**src/rtl/kim_panel_emulator.sv**
```systemverilog
// Device-side emulation of the KIM-1 LED/keypad interface.
// Captures the multiplexed 6-digit display into a stable frame and answers
// keypad row scans for one host-injected key at a time.
//
// Keypad FSM:
//   state | meaning
//   IDLE  | ready for a key; columns released
//   PRESS | key held; the latched column follows its synced row select
//   GAP   | release gap before the next key; columns released
module kim_panel_emulator #(
    parameter int HOLD_CYCLES = 16,
    parameter int TIMEOUT     = 65535,
    parameter int KEY_HOLD    = 20000
) (
    input  logic        clk,
    input  logic        reset_n,
    input  logic [5:0]  led_dig,
    input  logic [6:0]  led_seg,
    input  logic [3:0]  kb_row,
    output logic [6:0]  kb_col,
    input  logic        key_valid,
    input  logic [1:0]  key_row,
    input  logic [2:0]  key_col,
    output logic        key_ready,
    output logic [41:0] seg_frame,
    output logic [5:0]  digit_fresh,
    output logic        frame_strobe
);

    localparam int SW = (HOLD_CYCLES > 1) ? $clog2(HOLD_CYCLES) : 1;
    localparam int TW = $clog2(TIMEOUT + 1);
    localparam int KW = (KEY_HOLD > 1) ? $clog2(KEY_HOLD) : 1;
    localparam logic [SW-1:0] STAB_MAX = SW'(HOLD_CYCLES - 1);
    localparam logic [TW-1:0] AGE_MAX  = TW'(TIMEOUT);
    localparam logic [KW-1:0] CNT_LOAD = KW'(KEY_HOLD - 1);

    typedef enum logic [1:0] {IDLE, PRESS, GAP} state_t;

    logic [5:0] dig_s1_q, dig_s2_q;
    logic [6:0] seg_s1_q, seg_s2_q;
    logic [3:0] row_s1_q, row_s2_q;

    logic            cand;
    logic [2:0]      cand_idx;
    logic [2:0]      zero_cnt;
    logic            match;
    logic            fire;
    logic            prev_cand_q;
    logic [2:0]      prev_idx_q;
    logic [6:0]      prev_seg_q;
    logic [SW-1:0]   stab_q, stab_d;
    logic            done_q, done_d;

    logic [5:0][6:0]    frame_q, frame_d;
    logic [5:0]         fresh_q, fresh_d;
    logic [5:0][TW-1:0] age_q, age_d;
    logic [TW-1:0]      age_inc;
    logic               strobe_q, strobe_d;

    state_t        state_q, state_d;
    logic [KW-1:0] cnt_q, cnt_d;
    logic [1:0]    row_q, row_d;
    logic [2:0]    col_q, col_d;
    logic [6:0]    kb_col_q, kb_col_d;
    logic [7:0]    col_onehot;

    // Two-flop synchronizers; preset high so nothing looks selected after reset.
    always_ff @(posedge clk or negedge reset_n) begin
        if (!reset_n) begin
            dig_s1_q <= '1;
            dig_s2_q <= '1;
            seg_s1_q <= '1;
            seg_s2_q <= '1;
            row_s1_q <= '1;
            row_s2_q <= '1;
        end else begin
            dig_s1_q <= led_dig;
            dig_s2_q <= dig_s1_q;
            seg_s1_q <= led_seg;
            seg_s2_q <= seg_s1_q;
            row_s1_q <= kb_row;
            row_s2_q <= row_s1_q;
        end
    end

    // Candidate digit decode and stability run tracking; capture fires once per run.
    always_comb begin
        zero_cnt = '0;
        cand_idx = '0;
        for (int i = 0; i < 6; i++) begin
            if (!dig_s2_q[i]) begin
                zero_cnt = zero_cnt + 3'd1;
                cand_idx = 3'(i);
            end
        end
        cand   = (zero_cnt == 3'd1);
        match  = cand && prev_cand_q && (cand_idx == prev_idx_q) && (seg_s2_q == prev_seg_q);
        stab_d = '0;
        if (match) begin
            stab_d = (stab_q == STAB_MAX) ? stab_q : stab_q + SW'(1);
        end
        fire   = cand && (stab_d == STAB_MAX) && !(match && done_q);
        done_d = fire || (match && done_q);
    end

    // Per-digit capture and ageing; a capture beats a timeout in the same cycle.
    always_comb begin
        frame_d  = frame_q;
        fresh_d  = fresh_q;
        age_d    = age_q;
        age_inc  = '0;
        strobe_d = fire && (cand_idx == 3'd5);
        for (int d = 0; d < 6; d++) begin
            age_inc = (age_q[d] == AGE_MAX) ? age_q[d] : age_q[d] + TW'(1);
            if (fire && (cand_idx == 3'(d))) begin
                frame_d[d] = ~seg_s2_q;
                fresh_d[d] = 1'b1;
                age_d[d]   = '0;
            end else begin
                age_d[d] = age_inc;
                if (age_inc == AGE_MAX) begin
                    frame_d[d] = '0;
                    fresh_d[d] = 1'b0;
                end
            end
        end
    end

    // Display capture registers.
    always_ff @(posedge clk or negedge reset_n) begin
        if (!reset_n) begin
            prev_cand_q <= 1'b0;
            prev_idx_q  <= '0;
            prev_seg_q  <= '0;
            stab_q      <= '0;
            done_q      <= 1'b0;
            frame_q     <= '0;
            fresh_q     <= '0;
            age_q       <= '0;
            strobe_q    <= 1'b0;
        end else begin
            prev_cand_q <= cand;
            prev_idx_q  <= cand_idx;
            prev_seg_q  <= seg_s2_q;
            stab_q      <= stab_d;
            done_q      <= done_d;
            frame_q     <= frame_d;
            fresh_q     <= fresh_d;
            age_q       <= age_d;
            strobe_q    <= strobe_d;
        end
    end

    // Keypad FSM next state; column 7 shifts out of the 7-bit mask as a dummy press.
    always_comb begin
        state_d    = state_q;
        cnt_d      = cnt_q;
        row_d      = row_q;
        col_d      = col_q;
        kb_col_d   = 7'h7F;
        key_ready  = (state_q == IDLE);
        col_onehot = 8'd1 << col_q;
        case (state_q)
            IDLE: begin
                if (key_valid) begin
                    row_d   = key_row;
                    col_d   = key_col;
                    cnt_d   = CNT_LOAD;
                    state_d = PRESS;
                end
            end
            PRESS: begin
                if (cnt_q == '0) begin
                    cnt_d   = CNT_LOAD;
                    state_d = GAP;
                end else begin
                    cnt_d = cnt_q - KW'(1);
                    if (!row_s2_q[row_q]) begin
                        kb_col_d = ~col_onehot[6:0];
                    end
                end
            end
            GAP: begin
                if (cnt_q == '0) begin
                    state_d = IDLE;
                end else begin
                    cnt_d = cnt_q - KW'(1);
                end
            end
            default: state_d = IDLE;
        endcase
    end

    // Keypad FSM registers; reset releases the columns at once.
    always_ff @(posedge clk or negedge reset_n) begin
        if (!reset_n) begin
            state_q  <= IDLE;
            cnt_q    <= '0;
            row_q    <= '0;
            col_q    <= '0;
            kb_col_q <= 7'h7F;
        end else begin
            state_q  <= state_d;
            cnt_q    <= cnt_d;
            row_q    <= row_d;
            col_q    <= col_d;
            kb_col_q <= kb_col_d;
        end
    end

    assign kb_col       = kb_col_q;
    assign seg_frame    = frame_q;
    assign digit_fresh  = fresh_q;
    assign frame_strobe = strobe_q;

endmodule

```
**config.mk**
```make
export PLATFORM = sky130hd
export DESIGN_NAME = kim_panel_emulator
export DESIGN_NICKNAME = d
export VERILOG_FILES = /design/src/rtl/kim_panel_emulator.sv
export SDC_FILE = /design/constraint.sdc
export NUM_CORES = 1
export LEC_CHECK = 0
export ABC_AREA = 1
export CORE_MARGIN = 3
export CORE_UTILIZATION = 40
export CTS_BUF_LIST = sky130_fd_sc_hd__clkbuf_4
export DETAILED_ROUTE_END_ITERATION = 8
export HOLD_SLACK_MARGIN = 0.08
export SLEW_MARGIN = 20
export SYNTH_ARGS = -nofsm -noshare
export SYNTH_HDL_FRONTEND = slang
export SYNTH_SLANG_ARGS = --single-unit
export TNS_END_PERCENT = 10
```
**constraint.sdc**
```tcl
create_clock -name clk -period 3.8 [get_ports clk]
set_clock_uncertainty 0.1 [all_clocks]
set_input_delay 0.76 -clock clk [delete_from_list [all_inputs] [get_ports clk]]
set_output_delay 0.76 -clock clk [all_outputs]
set_load 0.02 [all_outputs]
```
==> out/qor.txt <==
Result of the run -> complete, but fails checks
Violated checks -> negative setup slack
Minimum clock period -> 3.83 ns
End of the worst hold path -> seg_s2_q[3]
Clock Latency Late Sink -> 0.70 ns
Number of I/O port buffers -> 81
Root cell of the clock tree -> sky130_fd_sc_hd__clkbuf_4
Start-to-end type of the worst setup path -> flip-flop to flip-flop
Count of flip-flops with a built-in enable after synthesis -> 0
Signed area change from the synthesized netlist to the final layout -> 24.1%
Power per cell area -> 338 nW/um^2
Average wire length per cell after detail routing -> 13.3 um
Nature of the critical path startpoint -> flip-flop
Clock tree from TritonCTS -> yes
Via total after detailed routing -> 9791
Highest clock frequency the design can meet -> 0.261 GHz
Final HPWL DP -> 18800 um
Proportion of power drawn by the clock network -> 0.445
Die ar. -> 30600 um^2
End of the worst register-to-register path -> seg_frame[26]
Initial core utilization -> 0.408
Reg-to-reg critical path startpoint -> dig_s2_q[1]
Count of fill cells added during filler insertion -> 2752
Placed inst area -> 12900 um^2
Hold WS -> 0.237 ns
Min-Delay Path Class -> flip-flop to flip-flop
Worst slew margin relative to its limit -> 0.521
Number of nets produced by synthesis -> 1503
Power share of the sequential group -> 0.510
Number of antenna violations at the first check in global routing -> 1
Total global routing overflow -> 0
Data required time at the worst endpoint -> 4.24 ns
Internal power -> 3.62 mW
Via-to-Cell Ratio -> 4.77
Final hold violation count -> 0
Setup repair after global routing missed its margin -> true
WL final -> 27400 um
Crit Path Max Fanout -> 6
Post-route core utilization -> 0.506
Share of layout cells above drive strength 1 -> 0.152
Max-capacitance violation count -> 0
Setup violations, final -> 24
Horizontal extent of the die -> 175 um
Comb power frac -> 0.045
Remaining number of nets flagged by the antenna check after routing -> 0
Top-level port count -> 82
Sequential-to-total area share from yosys stat -> 0.496
Final instance count without filler cells -> 2053
Final max-slew violation count -> 0
Critical-path cell with the highest stage delay -> sky130_fd_sc_hd__dfstp_2
Placeable core region -> 27900 um^2
Post-Place Worst Slack -> -0.0736 ns
Number of cells on the worst reg-to-reg path -> 26
Worst IR Drop VDD -> 0.000264 V
Number of buffers on the longest clock path -> 3
Final-layout setup total negative slack -> -0.310 ns
Placement Rows -> 61
CTS H-tree lvls -> 2
DR DRC count -> 0
P_leak -> 7.01 nW
Vias in the first global route -> 9694
Switching power -> 1.17 mW
Number of buffers inserted during clock tree synthesis -> 61
Combined global-route utilization of all metal layers -> 0.184
Worst R2R Setup Slack -> -0.03 ns
Number of iterations in the first detailed-routing pass -> 5
Clock slew at reported path FFs -> 0.07 ns
Wire length of the first global-routing pass -> 46600 um
Transition time of the tightest slew-check pin -> 0.719 ns
Switching share of total power -> 0.244
Endpoint class of the critical path -> flip-flop
Most used cell, CP -> sky130_fd_sc_hd__nand2_1
Average cell area after synthesis -> 7.80 um^2
Number of warnings reported in the yosys synthesis log -> 0
Number of cells traversed by the worst hold path -> 0
CP peak stage delay -> 0.54 ns
Instance count after placement with tap cells included -> 1924
Overall power of the completed layout -> 4.78 mW
Post-synthesis instance total -> 1461
DR iter-0 viols -> 559
Largest net degree at the start of global routing -> 96
Smallest setup slack after layout -> -0.0343 ns
Final net count -> 1668
RePlAce Congestion -> 0.877
Share of the cycle needed by the critical path after routing -> 1.01
DIE HEIGHT -> 175 um
Top_reg_cell synth -> sky130_fd_sc_hd__dfrtp_1
Clock sink count -> 224
Fin area -> 14100 um^2
Hold path startpoint -> seg_s1_q[3]
Number of distinct library cells after synthesis -> 41
Share of flip-flops with an asynchronous set or reset -> 1.00
FF+latch count, synth -> 224
Mapped cell area -> 11400 um^2
Data arrival time of the worst path -> 4.28 ns
routing by layer:
metal / up-vias / GRT usage / wire length (um)
met4: 0 / 0.0615 / 636
met5: - / 0 / 0
li1: 4981 / - / -
met3: 49 / 0.0409 / 1290
met1: 4568 / 0.241 / 12500
met2: 193 / 0.303 / 13000
cell usage after synthesis, types with 2 or more instances:
| cell | count | share of area |
|---|---|---|
| sky130_fd_sc_hd__nand2_1 | 425 | 0.14 |
| sky130_fd_sc_hd__inv_1 | 221 | 0.073 |
| sky130_fd_sc_hd__dfrtp_1 | 183 | 0.40 |
| sky130_fd_sc_hd__nor2_1 | 162 | 0.053 |
| sky130_fd_sc_hd__nand3_1 | 115 | 0.050 |
| sky130_fd_sc_hd__nand4_1 | 57 | 0.031 |
| sky130_fd_sc_hd__a21oi_1 | 48 | 0.021 |
| sky130_fd_sc_hd__dfstp_2 | 41 | 0.095 |
| sky130_fd_sc_hd__xor2_1 | 38 | 0.029 |
| sky130_fd_sc_hd__nor3_1 | 30 | 0.013 |
| sky130_fd_sc_hd__o21ai_0 | 28 | 0.012 |
| sky130_fd_sc_hd__xnor2_1 | 23 | 0.018 |
| sky130_fd_sc_hd__ha_1 | 17 | 0.019 |
| sky130_fd_sc_hd__buf_2 | 11 | 0.0048 |
| sky130_fd_sc_hd__clkbuf_1 | 7 | 0.0023 |
| sky130_fd_sc_hd__inv_2 | 5 | 0.0016 |
| sky130_fd_sc_hd__nand3b_1 | 5 | 0.0033 |
| sky130_fd_sc_hd__nor4_1 | 5 | 0.0027 |
| sky130_fd_sc_hd__or2_2 | 5 | 0.0027 |
| sky130_fd_sc_hd__o21a_1 | 4 | 0.0026 |
| sky130_fd_sc_hd__buf_6 | 3 | 0.0030 |
| sky130_fd_sc_hd__nor2_2 | 3 | 0.0016 |
| sky130_fd_sc_hd__nor3b_1 | 3 | 0.0020 |
| sky130_fd_sc_hd__buf_4 | 2 | 0.0013 |
| sky130_fd_sc_hd__clkinv_1 | 2 | 0.00066 |
| sky130_fd_sc_hd__nand3_2 | 2 | 0.0018 |
| sky130_fd_sc_hd__nor3_2 | 2 | 0.0018 |
power by group through the flow:
stage               combinational, mW  clock [mW]  sequential [mW]
finish                          0.213        2.13             2.44
global route                    0.241        2.37             2.44
CTS                             0.207        2.23             2.44
detailed placement              0.190           0             2.48
global placement                0.188           0             2.48
floorplan                      0.0752           0             2.48
cell usage in the layout (no fill, tap or decap), drive strengths merged:
cell             n
mux2             1
inv            227
and2             1
o21a             4
xor2            38
a31oi            1
nor3b            3
dlygate4sd3      1
clkdlybuf4s50   80
clkbuf          87
a21oi           48
dfrtp          183
a22oi            1
a32oi            1
nand3b           5
ha              17
clkinv          26
o211ai           1
buf             42
nor4             5
dfstp           41
nand4           58
nor3            33
diode            1
or2              5
nand3          117
nand2          425
xnor2           23
o21ai           30
o22ai            1
bufinv           1
nor2           166
o21bai           1
mux2i            1
cell families (layout without fill, tap and decap cells):
kind of cell / Yosys count / in the layout / synth area share
and+or+nand+nor: 818 / 818 / 0.308
buffers and inverters: 251 / 464 / 0.0865
DFF: 224 / 224 / 0.496
AOI/OAI and AO/OA: 88 / 88 / 0.0417
xor gates and xnor gates: 61 / 61 / 0.0469
adders and majority gates: 17 / 17 / 0.0187
muxes: 2 / 2 / 0.00187
other: 0 / 1 / 0
state kept, by name, indices dropped and copies added, names as in the netlist:
name	cells
seg_frame	42
digit_fresh	6
dig_s2_q	6
state_q	2
kb_col	7
row_s1_q	4
stab_q	4
seg_s2_q	7
prev_idx_q	3
row_q	2
prev_seg_q	7
dig_s1_q	6
prev_cand_q	1
done_q	1
seg_s1_q	7
frame_strobe	1
cnt_q	15
age_q	96
row_s2_q	4
col_q	3
final cells by class:
cell class | count | area (um^2) | area share
antenna | 1 | 2.50 | 0.000177
clock buffer | 85 | 638 | 0.0451
clock inverter | 26 | 141 | 0.00999
inverter | 228 | 866 | 0.0612
multi-input combinational | 986 | 4980 | 0.352
sequential | 224 | 5660 | 0.400
tap | 378 | 473 | 0.0334
timing repair buffer | 125 | 1390 | 0.0985
critical path, delay by kind of cell (launching register included):
family,cells,cell delay (ns)
adders and majority gates,4,0.93
and+or+nand+nor,14,1.31
AOI/OAI and AO/OA,2,0.20
buffers and inverters,6,0.60
DFF,1,0.54
worst max-delay path by stage:
stage / from / end / slack (ns) / cells after the start
after detailed placement: dig_s2_q[0] / age_q[94] / -0.07 / 25
after global routing: dig_s2_q[1] / seg_frame[26] / -0.34 / 28
after floorplan: dig_s2_q[1] / seg_frame[11] / 0.01 / 24
after global placement: dig_s2_q[0] / seg_frame[5] / -0.03 / 24
final: dig_s2_q[1] / seg_frame[26] / -0.03 / 26
after CTS: dig_s2_q[0] / age_q[72] / -0.05 / 26
what timing repair did:
| item | in CTS | in global routing |
|---|---|---|
| buffers inserted | 11 | 2 |
| hold buffers | 1 | 0 |
| pin swaps | 17 | 18 |
| gates cloned | 4 | 2 |
| endpoints found under the setup margin | 132 | 145 |
| hold endpoints to repair | 73 | 0 |
| gates resized for setup | 27 | 45 |
No activity file was read; power rests on OpenSTA's default activity.
